[src/rtl/accum_xcel_sched.sv]
// accum_xcel_sched: queues tagged accumulate jobs, launches them one at a
// time on the AccumXcel start interface, captures each result and returns
// it with its tag over a val/rdy response port.
module accum_xcel_sched #(
  parameter int DEPTH = 4
) (
  input  logic        clk,
  input  logic        rst_n,
  input  logic        req_val,
  output logic        req_rdy,
  input  logic [6:0]  req_size,
  input  logic [3:0]  req_tag,
  output logic        resp_val,
  input  logic        resp_rdy,
  output logic [31:0] resp_result,
  output logic [3:0]  resp_tag,
  output logic        xcel_in_val,
  input  logic        xcel_in_rdy,
  output logic [6:0]  xcel_in_size,
  input  logic [31:0] xcel_result,
  output logic [15:0] done_count
);

  localparam int AW = $clog2(DEPTH);
  localparam int CW = AW + 1;

  localparam logic [1:0] IDLE = 2'd0;
  localparam logic [1:0] BUSY = 2'd1;
  localparam logic [1:0] WAIT = 2'd2;
  localparam logic [1:0] RESP = 2'd3;

  logic [1:0]    state;
  logic [1:0]    state_next;
  logic [6:0]    size_mem [DEPTH];
  logic [3:0]    tag_mem  [DEPTH];
  logic [AW-1:0] wr_ptr;
  logic [AW-1:0] rd_ptr;
  logic [CW-1:0] count;
  logic [3:0]    cur_tag;
  logic          empty;
  logic          push;
  logic          pop;

  // Ready depends only on the registered count, so a same-cycle pop never
  // opens a slot for a push and there is no input-to-output path.
  assign empty        = (count == '0);
  assign req_rdy      = (count != CW'(DEPTH));
  assign push         = req_val && req_rdy;
  assign xcel_in_val  = (state == IDLE) && !empty;
  assign xcel_in_size = empty ? 7'd0 : size_mem[rd_ptr];
  assign pop          = xcel_in_val && xcel_in_rdy;
  assign resp_val     = (state == RESP);

  // Job storage: payload only, validity is tracked by count.
  always_ff @(posedge clk) begin
    if (push) begin
      size_mem[wr_ptr] <= req_size;
      tag_mem[wr_ptr]  <= req_tag;
    end
  end

  // Queue pointers and occupancy; pointers wrap naturally since DEPTH is a power of two.
  always_ff @(posedge clk or negedge rst_n) begin
    if (!rst_n) begin
      wr_ptr <= '0;
      rd_ptr <= '0;
      count  <= '0;
    end else begin
      if (push) wr_ptr <= wr_ptr + 1'b1;
      if (pop)  rd_ptr <= rd_ptr + 1'b1;
      case ({push, pop})
        2'b10:   count <= count + 1'b1;
        2'b01:   count <= count - 1'b1;
        default: count <= count;
      endcase
    end
  end

  // Job sequencing: launch, one guard cycle while the accelerator drops rdy, wait, respond.
  always_comb begin
    state_next = state;
    case (state)
      IDLE:    if (pop) state_next = BUSY;
      BUSY:    state_next = WAIT;
      WAIT:    if (xcel_in_rdy) state_next = RESP;
      RESP:    if (resp_rdy) state_next = IDLE;
      default: state_next = IDLE;
    endcase
  end

  // State, in-flight tag, held response payload and delivered-job counter.
  always_ff @(posedge clk or negedge rst_n) begin
    if (!rst_n) begin
      state       <= IDLE;
      cur_tag     <= '0;
      resp_result <= '0;
      resp_tag    <= '0;
      done_count  <= '0;
    end else begin
      state <= state_next;
      if (pop) cur_tag <= tag_mem[rd_ptr];
      if ((state == WAIT) && xcel_in_rdy) begin
        resp_result <= xcel_result;
        resp_tag    <= cur_tag;
      end
      if ((state == RESP) && resp_rdy) done_count <= done_count + 16'd1;
    end
  end

endmodule

[config.mk]
export PLATFORM = sky130hd
export DESIGN_NAME = accum_xcel_sched
export DESIGN_NICKNAME = d
export VERILOG_FILES = /design/src/rtl/accum_xcel_sched.sv
export SDC_FILE = /design/constraint.sdc
export NUM_CORES = 1
export LEC_CHECK = 0
export CAP_MARGIN = 20
export CORE_MARGIN = 4
export CORE_UTILIZATION = 49
export DETAILED_ROUTE_END_ITERATION = 16
export HOLD_SLACK_MARGIN = 0.05
export PLACE_DENSITY = 0.88
export SLEW_MARGIN = 20
export SYNTH_ARGS = -nofsm -noshare
export SYNTH_HDL_FRONTEND = slang
export SYNTH_SLANG_ARGS = --single-unit
[constraint.sdc]
create_clock -name clk -period 2.8 [get_ports clk]
set_input_delay 0.56 -clock clk [delete_from_list [all_inputs] [get_ports clk]]
set_output_delay 0.56 -clock clk [all_outputs]
set_load 0.1 [all_outputs]
==> flow_summary_export.csv <==
group,metric,value,unit
layout,area_growth,31.5,%
layout,insertedDiodeCount,0,
clock_tree,clk_pin_slew,0.10,ns
status,status,"finished, final reports clean",
clock_tree,h-tree-depth,3,
grt,antenna_found_initial,0,
sta,timing.final.crit_share,91.9,%
worst_setup_path,r2r_slack,0.60,ns
drt,dr.pass1.iters,4,
synthesis,ys_ff_latch,109,
clock_tree,clock_latency,0.36,ns
synthesis,ys_warn_count,0,
floorplanning,fp.coreArea,8720,um2
synthesis,synth_fa_ha_area_share,3.30,%
sta,rsz0062_at_grt,"no",
clock_tree,cts_root_buffer,"clkbuf_8",
sta,hold_viol,0,
sta,fin_skew,0.0114,ns
floorplanning,initial_utilization,50.4,%
clock_tree,cts_setup_buffers,0,
synthesis,synth-edff-count,44,
synthesis,synthSimpleGateAreaFrac,5.75,%
sta,fin_tns_setup,0,ns
drt,vias,2475,
clock_tree,cts_tree,"yes",
worst_hold_path,hold_class,"in2async",
drt,avgViaCountPerCell,5.06,
worst_setup_path,reg2reg_depth,8,
clock_tree,cts-resized-gates,0,
sta,max_freq,389,MHz
synthesis,synthMuxAreaShare,17.5,%
drt,ant_nets,0,
drt,drc,0,
worst_setup_path,timing_worst_setup_path_type,"reg2out",
synthesis,syn_nets,318,
worst_setup_path,crit_path_start,"rd_ptr[0]",
layout,drive_above_1_share,38.8,%
clock_tree,clk_path_buf_depth,2,
worst_setup_path,end_kind,"primary output",
layout,fin_nets,435,
placed_design,dpl.cell_count,473,
placed_design,dp_hpwl,5.78,mm
grt,grt_overflow,0,
sta,finalSetupViolCount,0,
placed_design,place_congestion,0.780,
synthesis,synth_area,4390,um2
layout,fin_util,66.2,%
sta,hold-worst-slack,0.250,ns
synthesis,synthArstFlopShare,59.6,%
drt,wirelength,8.05,mm
floorplanning,die_area,10500,um2
synthesis,synth_top_family_by_area,"multiplexers",
layout,fin_cells,489,
grt,grt_pass1_vias,2508,
layout,multi_input_area,1360,um2
synthesis,synth_compound_area_share,0.199,%
synthesis,synth_xor_area_share,4.19,%
worst_setup_path,r2r-end,"count[2]",
worst_setup_path,timing.rr.start,"count[2]",
floorplanning,row_count,34,
clock_tree,cts.hold.buffers_added,0,
synthesis,avgSynthCellArea,17.0,um2
floorplanning,die_w,103,um
drt,wl_per_cell,16.5,um
worst_setup_path,path_max_fanout,8,
layout,regArea,2950,um2
worst_setup_path,crit_arrival,2.01,ns
synthesis,syn_inst,259,
clock_tree,numCtsBuffers,9,
synthesis,synth_cell_types,30,
grt,grt_max_degree,37,
grt,grt_pass1_wl,12.4,mm
floorplanning,ios,110,
synthesis,seq_area_frac_synth,67.1,%
layout,fill_cells,624,
synthesis,ys.flop_type,"dfrtp_1",
worst_setup_path,cp.required,2.24,ns
flow_run,drv_cap,0,
sta,slew_violations,0,
clock_tree,cts_sinks,109,
sta,worst_pin_slew,0.750,ns
drt,initialDrtViolationCount,52,
sta,maxSlewHeadroom,50.0,%
grt,gr-usage-all-layers,15.4,%
worst_setup_path,critPathLaunchType,"register",
sta,min_period,2.57,ns
placed_design,numPortBuffers,109,
floorplanning,die_h,103,um
-- cells by family after synthesis --
| kind of cell | after synthesis |
|---|---|
| flops | 109 |
| mux | 56 |
| simple gates | 44 |
| xor+xnor | 21 |
| buf+inv | 17 |
| fa+ha+maj | 11 |
| compound gates | 1 |
-- Yosys cell counts, types with 4 or more instances --
cell,instances,area (um2)
inv_1,10,37.5
nor2_1,5,18.8
and3_1,5,31.3
nand3_1,7,35.0
mux2_4,4,60.1
mux4_2,11,248
and2_2,8,60.1
nand2_1,7,26.3
xor2_1,5,43.8
mux2_2,39,439
edfxtp_1,44,1320
ha_1,10,125
xnor2_1,16,140
dfrtp_1,65,1630
-- cell usage in the layout (no fill, tap or decap), types with 2 or more instances in the layout --
master and count:
and2_2 8, and3_1 5, buf_12 8, buf_4 58
bufinv_16 2, clkbuf_8 9, clkdlybuf4s50_1 46, dfrtp_1 65
edfxtp_1 44, ha_1 10, inv_1 10, inv_6 2
mux2_2 39, mux2_4 4, mux2i_1 2, mux4_2 11
nand2_1 7, nand3_1 6, nand4_1 3, nor2_1 5
nor4_1 2, xnor2_1 16, xor2_1 5
-- sequential cells by signal, indices dropped and copies added (netlist names) --
signal	cells
resp_result	32
size_mem	28
done_count	16
tag_mem	16
cur_tag	4
resp_tag	4
count	3
rd_ptr	2
state	2
wr_ptr	2
-- critical path, cell delays in order, from the launching register on --
cell and delay (ns):
dfrtp_1 0.69, mux4_2 0.57, and2_2 0.23, buf_12 0.17
-- how the worst max path moves through the flow --
stage / endpoint / slack (ns) / cells past startpoint
after floorplan: count[2] / 0.30 / 10
after global placement: count[2] / 0.38 / 8
after detailed placement: count[2] / 0.29 / 8
after CTS: xcel_in_size[5] / 0.16 / 3
after global routing: xcel_in_size[5] / 0.10 / 3
final: xcel_in_size[2] / 0.23 / 3
-- routing by layer --
layer	global-route usage, %	part of all wire [%]	up-vias
met5	0	0	-
met2	25.1	46	88
li1	-	-	1171
met3	4.26	9.4	8
met1	19.8	43	1208
met4	5.45	1.2	0
-- per-stage QoR --
stage / cell area, um2 / worst slack (ns)
detailed placement: 5540 / 0.290
finish: 5770 / 0.226
floorplan: 4400 / 0.301
global route: 5770 / 0.104
CTS: 5770 / 0.160
global placement: 5540 / 0.382
-- final cells by class --
class | instances | area share, %
Clock buffer | 9 | 2.15
Clock inverter | 7 | 1.82
Inverter | 10 | 0.650
Multi-Input combinational cell | 133 | 23.6
Sequential cell | 109 | 51.1
Tap cell | 108 | 2.34
Timing Repair Buffer | 113 | 18.4
Power is left out: the tool's default activity adds up to more than one toggle a clock period on the data nets, which glitch-free logic cannot reach.
